--- config.mk ---
export PLATFORM = sky130hd
export DESIGN_NAME = seq_detect_fsm
export DESIGN_NICKNAME = d
export VERILOG_FILES = /design/src/rtl/seq_detect_fsm.sv
export SDC_FILE = /design/constraint.sdc
export NUM_CORES = 1
export LEC_CHECK = 0
export ABC_AREA = 1
export CAP_MARGIN = 20
export CORE_MARGIN = 4
export CORE_UTILIZATION = 45
export CTS_CLUSTER_SIZE = 40
export DETAILED_ROUTE_END_ITERATION = 7
export PLACE_DENSITY_LB_ADDON = 0.05
export SLEW_MARGIN = 20
export SYNTH_ARGS = -nofsm -noshare
export SYNTH_HDL_FRONTEND = slang
export SYNTH_SLANG_ARGS = --single-unit
--- constraint.sdc ---
create_clock -name clk -period 1.7 [get_ports clk]
set_input_delay 0.255 -clock clk [delete_from_list [all_inputs] [get_ports clk]]
set_output_delay 0.255 -clock clk [all_outputs]
set_load 0.05 [all_outputs]
--- src/rtl/seq_detect_fsm.sv ---
// seq_detect_fsm: programmable DEPTH-symbol sequence detector.
// Symbols of SYM_W bits shift into a history window. A registered one-cycle pulse
// on Q flags that the window matches the stored pattern. match_cnt counts matches
// and saturates at its maximum value.
// Optional feature macro: SEQ_DONTCARE_EN adds a per-entry don't-care mask that is
// loaded through pat_mask.
//
// Handshake: a symbol is consumed on a rising edge when in_valid=1 and pat_load=0.
// pat_load=1 always wins. The write goes to the pattern store, and the symbol
// presented in that cycle is dropped.
module seq_detect_fsm #(
    parameter  int SYM_W  = 2,
    parameter  int DEPTH  = 4,
    parameter  int CNT_W  = 8,
    localparam int IDX_W  = (DEPTH > 1) ? $clog2(DEPTH) : 1,
    localparam int FILL_W = $clog2(DEPTH + 1)
) (
    input  logic             clk,
    input  logic             reset,
    input  logic             in_valid,
    input  logic [SYM_W-1:0] sym,
    input  logic             overlap,
    input  logic             pat_load,
    input  logic [IDX_W-1:0] pat_idx,
    input  logic [SYM_W-1:0] pat_sym,
`ifdef SEQ_DONTCARE_EN
    input  logic [SYM_W-1:0] pat_mask,
`endif
    output logic             Q,
    output logic [CNT_W-1:0] match_cnt,
    output logic [FILL_W-1:0] fill
);

    // Occupancy regions of the history window. These are derived from r_fill, which is the state.
    typedef enum logic [1:0] {
        ST_EMPTY   = 2'd0,
        ST_FILLING = 2'd1,
        ST_ARMED   = 2'd2
    } state_t;

    localparam logic [FILL_W-1:0] FILL_FULL = FILL_W'(DEPTH);

    // Registered state
    logic [SYM_W-1:0]  r_hist [DEPTH];
    logic [SYM_W-1:0]  r_pat  [DEPTH];
    logic [FILL_W-1:0] r_fill;
    logic [CNT_W-1:0]  r_cnt;
    logic              r_q;

    // Next-state values
    logic [SYM_W-1:0]  w_hist_next [DEPTH];
    logic [SYM_W-1:0]  w_pat_next  [DEPTH];
    logic [FILL_W-1:0] w_fill_next;
    logic [CNT_W-1:0]  w_cnt_next;
    logic              w_q_next;

    // Helper signals
    state_t            w_state;
    logic [SYM_W-1:0]  w_hist_shift [DEPTH];
    logic [SYM_W-1:0]  w_cmp_mask   [DEPTH];
    logic [FILL_W-1:0] w_fill_inc;
    logic              w_all_eq;
    logic              w_accept;
    logic              w_match;
    logic              w_idx_ok;

`ifdef SEQ_DONTCARE_EN
    logic [SYM_W-1:0]  r_mask      [DEPTH];
    logic [SYM_W-1:0]  w_mask_next [DEPTH];
`endif

    // Classify the current fill level into a region
    always_comb begin
        w_state = ST_FILLING;
        if (r_fill == '0) begin
            w_state = ST_EMPTY;
        end else if (r_fill == FILL_FULL) begin
            w_state = ST_ARMED;
        end
    end

    // Shifted history. The oldest symbol drops out of position 0, and the newest enters at DEPTH-1.
    always_comb begin
        for (int k = 0; k < DEPTH - 1; k++) begin
            w_hist_shift[k] = r_hist[k + 1];
        end
        w_hist_shift[DEPTH-1] = sym;
    end

    // Per-entry compare mask. A bit set to 1 here takes part in the comparison.
    always_comb begin
        for (int k = 0; k < DEPTH; k++) begin
`ifdef SEQ_DONTCARE_EN
            w_cmp_mask[k] = ~r_mask[k];
`else
            w_cmp_mask[k] = '1;
`endif
        end
    end

    // Compare the post-shift history against the pattern, entry by entry
    always_comb begin
        w_all_eq = 1'b1;
        for (int k = 0; k < DEPTH; k++) begin
            if (((w_hist_shift[k] ^ r_pat[k]) & w_cmp_mask[k]) != '0) begin
                w_all_eq = 1'b0;
            end
        end
    end

    // Fill after accepting one symbol. It saturates once the window is armed.
    always_comb begin
        w_fill_inc = r_fill + 1'b1;
        case (w_state)
            ST_ARMED: w_fill_inc = r_fill;
            default:  w_fill_inc = r_fill + 1'b1;
        endcase
    end

    // Accept, match and pattern-write qualifiers
    always_comb begin
        w_accept = in_valid && !pat_load;
        w_match  = w_accept && (w_fill_inc == FILL_FULL) && w_all_eq;
        w_idx_ok = ({1'b0, pat_idx} < (IDX_W + 1)'(DEPTH));
    end

    // Next-state logic for history, fill, counter, pulse and pattern
    always_comb begin
        w_hist_next = r_hist;
        w_pat_next  = r_pat;
        w_fill_next = r_fill;
        w_cnt_next  = r_cnt;
        w_q_next    = 1'b0;
`ifdef SEQ_DONTCARE_EN
        w_mask_next = r_mask;
`endif
        if (pat_load) begin
            // Changing the pattern restarts detection from an empty window
            if (w_idx_ok) begin
                w_pat_next[pat_idx] = pat_sym;
`ifdef SEQ_DONTCARE_EN
                w_mask_next[pat_idx] = pat_mask;
`endif
            end
            w_fill_next = '0;
            for (int k = 0; k < DEPTH; k++) begin
                w_hist_next[k] = '0;
            end
        end else if (w_accept) begin
            w_hist_next = w_hist_shift;
            w_fill_next = w_fill_inc;
            if (w_match) begin
                w_q_next = 1'b1;
                if (r_cnt != '1) begin
                    w_cnt_next = r_cnt + 1'b1;
                end
                if (!overlap) begin
                    // Non-overlapping mode: the next match needs a full fresh window
                    w_fill_next = '0;
                    for (int k = 0; k < DEPTH; k++) begin
                        w_hist_next[k] = '0;
                    end
                end
            end
        end
    end

    // State registers. Pattern entry i resets to i modulo 2^SYM_W.
    always_ff @(posedge clk or negedge reset) begin
        if (!reset) begin
            r_fill <= '0;
            r_cnt  <= '0;
            r_q    <= 1'b0;
            for (int i = 0; i < DEPTH; i++) begin
                r_hist[i] <= '0;
                r_pat[i]  <= SYM_W'(i);
            end
        end else begin
            r_fill <= w_fill_next;
            r_cnt  <= w_cnt_next;
            r_q    <= w_q_next;
            r_hist <= w_hist_next;
            r_pat  <= w_pat_next;
        end
    end

`ifdef SEQ_DONTCARE_EN
    // Don't-care mask registers. They reset to all-zero, so every bit is compared.
    always_ff @(posedge clk or negedge reset) begin
        if (!reset) begin
            for (int i = 0; i < DEPTH; i++) begin
                r_mask[i] <= '0;
            end
        end else begin
            r_mask <= w_mask_next;
        end
    end
`endif

    assign Q         = r_q;
    assign match_cnt = r_cnt;
    assign fill      = r_fill;

endmodule

Word level (Yosys, flattened, before mapping)
Cells that the tools add are included.

storage, ports and cells
  register bits = 26
  input bits = 11
  output and inout bits = 12
  logic and storage cells = 57

cells by class
  add/sub/neg operators = 2
  magnitude comparators = 2
  eq/ne operators = 4
  mux-type cells = 21
  bitwise logic cells = 6
  reduce and logical (&&, ||, !) cells = 12

operators with widths
  operator             count
  $mux 6               4
  $mux 3               5
  $reduce_bool 2->1    5
  $add 8x1->8 const B  1
  $bwmux 8             1
  $ne 8x8->1 const B   1
  $xor 2x2->2          4
  $mux 1               7
  $eq 3x3->1 const B   2
  $mux 2               3
  $demux 2 s2          1
  $logic_and 1x1->1    4
  $reduce_and 4->1     1
  $add 3x1->3 const B  1
  $ge 3x3->1 const B   1
  $logic_not 3->1      1
  $lt 3x1->1 const B   1
  $not 2->3            1
  $eq 2x2->1 const B   1
  $logic_not 1->1      1
  $not 1->1            1

Logic depth before layout (Yosys ltp)
Gate-level depths: netlist of run 1.

  depth after elaboration = 11
  gate-level depth with buffers = 10

Worst setup path after synthesis of run 1
Ideal clock, no wire load.

  path type = register -> register
  from = register r_fill[0], in the netlist fill[0]
  to = register r_cnt[6], in the netlist match_cnt[6]
  library setup time = 0.120 ns
  arrival = 1.768 ns
  slack = -0.188 ns
  cell stages (with the launch flop) = 11
  buffers on the path = 0
  clock period less this slack = 1.888 ns
  cell sequence = dfrtp_1 > inv_1 > ha_1 > nand2_1 > nand2_1 > nand2_2 > nand3_2 > nor2_8 > nand3_4 > nand2_1 > nand2_1

between the ends
  longest elaborated chain between the ends = 9

RTL lines
  element                             line  RTL
  start: declaration                  46    logic [FILL_W-1:0] r_fill;
  start signal: assignment            179   r_fill <= w_fill_next;
  $eq 3x3->1                          77    end else if (r_fill == FILL_FULL) begin
  $mux 2                              77
  $mux 2                              75    if (r_fill == '0) begin
  $eq 2x2->1                          114   case (w_state)
  $mux 3 (*)                          114
  $eq 3x3->1 (*)                      123   w_match = w_accept && (w_fill_inc == FILL_FULL) && w_all_eq;
  $logic_and 1x1->1 (*) (2 in a row)  123
  $reduce_and 4->1 (no line) (*)      --
  end signal: assignment              180   r_cnt <= w_cnt_next;
  end: declaration                    47    logic [CNT_W-1:0] r_cnt;

Mark *: on every way between the ends. The rest lies on a longest branch, timed or not.
A chain may end at the register's enable or synchronous reset.

Worst setup path in the final report of run 1
  from = register r_pat[4] (netlist bit)
  to = register r_hist[0] (netlist bit)

between the ends
  longest elaborated chain between the ends = 9

RTL lines
  element                           line  RTL
  start: declaration                45    logic [SYM_W-1:0] r_pat [DEPTH];
  start signal: indexed assignment  176   r_pat[i] <= SYM_W'(i);
  start signal: assignment          183   r_pat <= w_pat_next;
  $xor 2x2->2                       105   if (((w_hist_shift[k] ^ r_pat[k]) & w_cmp_mask[k]) != '0) begin
  $reduce_bool 2->1                 105
  $mux 1 (3 in a row)               105
  $logic_and 1x1->1                 123
  $mux 6                            152   if (w_match) begin
  $mux 6                            149   end else if (w_accept) begin
  $mux 6                            137   if (pat_load) begin
  end signal: assignment            182   r_hist <= w_hist_next;
  end: declaration                  44    logic [SYM_W-1:0] r_hist [DEPTH];

Every way passes these cells. The select of a mux whose other input is x is not followed.

==> flow_summary_export.csv, run 1 <==
group,metric,value,unit
status,status,"complete, no violations",
timing,setup_viol,0,
place,dp_cells,298,
final_layout,layout.cells.most_common,"nand2_1",
place,hpwl,2.85,mm
die,dieArea,0.00475,mm2
clock_network,ctsHoldBuffers,0,
detailed_routing,vias,1419,
pwr,fin_total_pwr,1.60,mW
pwr,irDropWorstVdd,0.436,mV
critical_path,slowest_stage,"dfstp_2",
clock_network,numCtsBuffers,3,
critical_path,path_cells,"inv_1 > nand2_1 > nand2_2 > nor2_1 > nand3b_1 > nor2_1 > nand3_4 > nand2_1 > nand2_1",
final_layout,antenna_cells,0,
detailed_routing,drt_pre_antenna_iters,4,
critical_path,crit_top_cell,"nand2_1",
critical_path,crit_fanout,7,
clock_network,cts_tree,"done",
synth,ys_seq_elements,26,
die,start_util,0.482,
flow_run,cap_viol_max_count,0,
final_layout,post-route-util,0.602,
global_route,globalRoute.totalOverflow,0,
pwr,power.leakage,1.08,nW
final_layout,fin_nets,272,
die,fp.coreArea,0.00347,mm2
pwr,power.density,768,mW/mm2
synth,synth_area,0.00167,mm2
timing,holdWs,0.340,ns
detailed_routing,ant_nets,0,
detailed_routing,vias_per_cell,4.68,
min_path,hp-class,"in -> async",
detailed_routing,first_iter_violations,80,
detailed_routing,wl,3.73,mm
final_layout,instances_no_fill,303,
synth,ys_warn_count,0,
pwr,power.share.switching,0.297,
pwr,clkPwrFrac,0.327,
global_route,antenna_found_initial,0,
place,place.gp.congestion,0.828,
detailed_routing,post-route-drc-count,0,
final_layout,final_cell_mix,"nand2_1 (79), inv_1 (26), dfrtp_1 (20)",
place,portBuffers,22,
synth,synthFlopType,"dfrtp_1",
global_route,grt_usage,0.179,
timing,fin_crit,1.59,ns
die,row_count,21,
timing,skew,0.00561,ns
timing,slew-limit-headroom,0.771,
final_layout,drive_gt1_frac,0.241,
global_route,first_global_vias,1339,
die,io_pins,23,
timing,tightest_slew,0.343,ns
timing,fmax,630,MHz
detailed_routing,routedWlPerCell,12.3,um
clock_network,cts.clk_slew.worst_paths,0.10,ns
synth,synth_cell_type_count,22,
critical_path,crit_required,1.87,ns
synth,synth_fp_nets,237,
timing,final_hold_viol_count,0,
timing,slew_violations,0,
global_route,grt_max_degree,27,
final_layout,syn2layout_area_growth,25.0,%
synth,syn-instance-count,223,
synth,async_flop_share,1.00,
pwr,p_sw,0.477,mW
clock_network,cts.htree.levels,1,
clock_network,clock_path_buffers,2,
synth,synth.avg_cell_area,7.50,um2
pwr,sequentialPowerShare,0.447,
global_route,grt_pass1_wl,6.24,mm
critical_path,path_class,"reg -> reg",
die,die_h,69.0,um
die,die_w,69.0,um
synth,synth_edf_count,0,
synth,ys_seq_area_frac,0.392,
critical_path,cp.arrival,1.76,ns
critical_path,startpoint_type,"register",
clock_network,cts_root_buffer,"clkbuf_8",
timing,fin_crit_sh,0.934,
critical_path,end_kind,"register",
critical_path,max_stage_delay,0.56,ns
clock_network,clock_sinks,26,
pwr,combPwrFrac,0.226,
timing,finalSetupTns,0,ns
clock_network,clock_latency,0.28,ns
pwr,power.internal,1.13,mW
kinds of logic (layout without fill, tap and decap cells):
logic type	Yosys count	after routing	synth area share
simple gates	140	140	0.428
fa+ha+maj	3	3	0.0225
xor+xnor	8	8	0.0419
compound gates	14	14	0.0434
flops	26	26	0.392
buf+inv	32	66	0.0719
power groups by stage:
stage	registers, mW	logic (mW)	clock network (mW)
6_report	0.717	0.363	0.525
5_1_grt	0.720	0.407	0.566
4_1_cts	0.714	0.354	0.533
3_5_place_dp	0.726	0.353	0
3_3_place_gp	0.723	0.351	0
2_1_floorplan	0.728	0.232	0
through the flow:
| step | cell area (um2) | worst slack (ns) |
|---|---|---|
| after detailed placement | 1970 | -0.0236 |
| final | 2090 | 0.112 |
| after CTS | 2050 | 0.0799 |
| after global routing | 2090 | -0.0524 |
| after global placement | 1970 | 0.0302 |
| after floorplan | 1670 | 0.0127 |
cell usage after synthesis (3+ instances only):
cell type	n	area, um2
dfrtp_1	22	551
dfstp_2	4	105
ha_1	3	37.5
inv_1	27	101
inv_2	5	18.8
nand2_1	79	297
nand2_2	9	56.3
nand3_1	7	35.0
nand3_2	3	30.0
nand3_4	3	52.6
nand4_1	9	56.3
nor2_1	19	71.3
nor2_2	3	18.8
nor2_4	4	45.0
o21ai_0	10	50.1
xnor2_1	4	35.0
xor2_1	4	35.0
final timing paths:
check	startpoint	endpoint	slack, ns	cells past startpoint
setup / recovery	r_pat[4]$_DFFE_PN1P_	r_hist[0]$_DFFE_PN0P_	0.11	9
hold / removal	reset	r_hist[5]$_DFFE_PN0P_	0.34	2
setup reg to reg	r_pat[4]$_DFFE_PN1P_	r_hist[0]$_DFFE_PN0P_	0.11	9
hold reg to reg	r_pat[4]$_DFFE_PN1P_	r_pat[4]$_DFFE_PN1P_	0.51	2
max in group asynchronous	reset	r_pat[1]$_DFFE_PN1P_	1.06	2
min in group clk	r_pat[4]$_DFFE_PN1P_	r_pat[4]$_DFFE_PN1P_	0.51	2
state kept, by name, summed over array words and instances (netlist names):
| register | flops |
|---|---|
| match_cnt | 8 |
| r_pat | 8 |
| r_hist | 6 |
| fill | 3 |
| Q | 1 |
worst max-delay path, delay by kind of cell (launching register included):
family | cells | cell delay (ns)
flip-flops | 1 | 0.56
buffers and inverters | 1 | 0.05
AND/OR/NAND/NOR | 8 | 0.88
layer usage:
metal / up-vias / routed length, um / global-route usage
met3: 7 / 118 / 0.0194
li1: 767 / - / -
met5: - / 0 / 0
met2: 27 / 1630 / 0.265
met1: 618 / 1900 / 0.267
met4: 0 / 74 / 0.0681
timing repair:
item,4_1_cts,5_1_grt
resized for setup,0,3
setup endpoints to repair,0,14
buffers inserted,0,1
area by class of cell:
cell class,instances,area (um2)
Sequential cell,26,658
Fill cell,338,1380
Clock buffer,3,41.3
Tap cell,46,57.6
Inverter,32,120
Multi-Input combinational cell,165,920
Timing Repair Buffer,30,263
Clock inverter,1,30.0
Power figures use the tool's default switching activity.
==> inputs of run 2 (changes only) <==
--- a/config.mk
+++ b/config.mk
@@ -7,6 +7,7 @@
 export LEC_CHECK = 0
 export ABC_AREA = 1
 export CAP_MARGIN = 20
+export CORE_ASPECT_RATIO = 2
 export CORE_MARGIN = 4
 export CORE_UTILIZATION = 45
 export CTS_CLUSTER_SIZE = 40
==> run 2 against run 1 <==
Clock skew barely moved. Clock power shrank 30%. Core utilization shrank 3.4 points. Critical endpoint is now match_cnt[3]$_DFFE_PN0P_. Largest cell class unchanged. Register-to-register slack about the same.
==> flow_summary_export.csv, run 2 (same netlist as run 1, synthesis figures left out) <==
group,metric,value,unit
final_layout,multi_input_area,911,um2
timing,slew_violations,0,
critical_path,path_cells,"inv_2 > ha_1 > nand2_1 > nand2_1 > nand2_2 > nand3_2 > nor2_8 > nand3_4 > nand2_1 > nand2_1",
pwr,power.leakage,1.06,nW
critical_path,crit_fanout,8,
detailed_routing,met3_length,87,um
critical_path,path_class,"reg -> reg",
global_route,grt_pass1_wl,6.46,mm
pwr,power.density,693,mW/mm2
detailed_routing,top_layer_used,"met4",
detailed_routing,vias,1431,
critical_path,crit_top_cell,"nand2_1",
final_layout,layout.cells.most_common,"nand2_1",
place,hpwl,3.17,mm
detailed_routing,wl,3.83,mm
final_layout,final_cell_mix,"nand2_1 (79), inv_1 (26), dfrtp_1 (20)",
die,die_h,94.2,um
global_route,antenna_found_initial,0,
die,io_pins,23,
detailed_routing,post-route-drc-count,0,
clock_network,clock_path_buffers,2,
clock_network,cts.htree.levels,1,
clock_network,ctsHoldBuffers,0,
timing,fin_crit_sh,0.937,
critical_path,slowest_stage,"dfrtp_2",
clock_network,cts_root_buffer,"clkbuf_8",
critical_path,startpoint_type,"register",
critical_path,cp.arrival,1.76,ns
clock_network,clock_sinks,26,
detailed_routing,first_iter_violations,35,
final_layout,fin_nets,271,
final_layout,antenna_cells,0,
detailed_routing,route.met2.wl,2.09,mm
clock_network,cts.clk_slew.worst_paths,0.09,ns
timing,fin_crit,1.59,ns
timing,setup_viol,0,
place,place.gp.congestion,0.883,
die,fp.coreArea,0.00361,mm2
timing,fmax,628,MHz
pwr,irDropWorstVdd,0.505,mV
die,die_w,51.1,um
final_layout,syn2layout_area_growth,22.7,%
timing,tightest_slew,0.334,ns
timing,setup_ws,0.107,ns
global_route,grt_usage,0.183,
critical_path,end_kind,"register",
clock_network,clock_latency,0.27,ns
global_route,first_global_vias,1434,
flow_run,cap_viol_max_count,0,
final_layout,drive_gt1_frac,0.230,
die,row_count,31,
die,dieArea,0.00481,mm2
final_layout,instances_no_fill,305,
timing,slew-limit-headroom,0.777,
place,portBuffers,22,
min_path,hp-class,"in -> async",
timing,final_hold_viol_count,0,
clock_network,cts_tree,"done",
global_route,grt_max_degree,27,
die,start_util,0.463,
detailed_routing,drt_pre_antenna_iters,4,
detailed_routing,routedWlPerCell,12.5,um
critical_path,path_buf_inv,1,
status,status,"complete, no violations",
timing,holdWs,0.345,ns
detailed_routing,ant_nets,0,
place,dp_cells,301,
clock_network,numCtsBuffers,3,
critical_path,max_stage_delay,0.41,ns
global_route,globalRoute.totalOverflow,0,
timing,skew,0.00559,ns
place,place_ws,-0.0601,ns
pwr,fin_total_pwr,1.42,mW
timing,rsz0062_at_grt,"false",
detailed_routing,drt-met1-wl,1.35,mm
critical_path,crit_required,1.86,ns
critical_path,crit_family,"simple AND/OR/NAND/NOR gates",
final_layout,fillerInstances,367,
detailed_routing,vias_per_cell,4.69,
final_layout,seqCellArea,658,um2
## run 2: area by class of cell
class | count | area share
clock buffer | 4 | 0.0220
inverter | 32 | 0.0586
multi-input combinational | 165 | 0.444
sequential | 26 | 0.321
tap | 49 | 0.0299
timing repair buffer | 29 | 0.124
## run 2: power breakdown
part / leakage, nW / switching, mW / internal [mW]
clock network: 0.0228 / 0.197 / 0.168
logic: 0.695 / 0.213 / 0.132
registers: 0.337 / 0.0403 / 0.670
total: 1.06 / 0.451 / 0.971
## run 2: path summary, 6_finish.rpt
check / from / endpoint / slack [ns] / cells past startpoint
worst max register to register: fill[0]$_DFFE_PN0P_ / match_cnt[3]$_DFFE_PN0P_ / 0.11 / 10
worst max-delay path: fill[0]$_DFFE_PN0P_ / match_cnt[3]$_DFFE_PN0P_ / 0.11 / 10
max in group asynchronous: reset / r_pat[4]$_DFFE_PN1P_ / 1.05 / 2
worst min-delay path: reset / fill[2]$_DFFE_PN0P_ / 0.35 / 2
min in group clk: r_pat[3]$_DFFE_PN1P_ / r_pat[3]$_DFFE_PN1P_ / 0.50 / 2
worst min register to register: r_pat[3]$_DFFE_PN1P_ / r_pat[3]$_DFFE_PN1P_ / 0.50 / 2
## run 2: layer usage
layer | GRT usage | up-vias
met2 | 0.335 | 30
li1 | - | 755
met1 | 0.175 | 631
met3 | 0.0207 | 15
met4 | 0.144 | 0
met5 | 0 | -
## run 2: per-stage QoR
step	TNS (ns)	utilization	instance area (um2)
detailed placement	-0.342	0.552	1990
finish	0	0.569	2050
floorplan	0	-	1670
global route	0	0.569	2050
CTS	0	0.564	2040
global placement	-0.315	0.552	1990
## run 2: what timing repair did
action	in CTS	in global routing
gates resized for setup	0	3
setup buffers	0	0
setup endpoints to repair	0	7
hold endpoints to repair	0	0
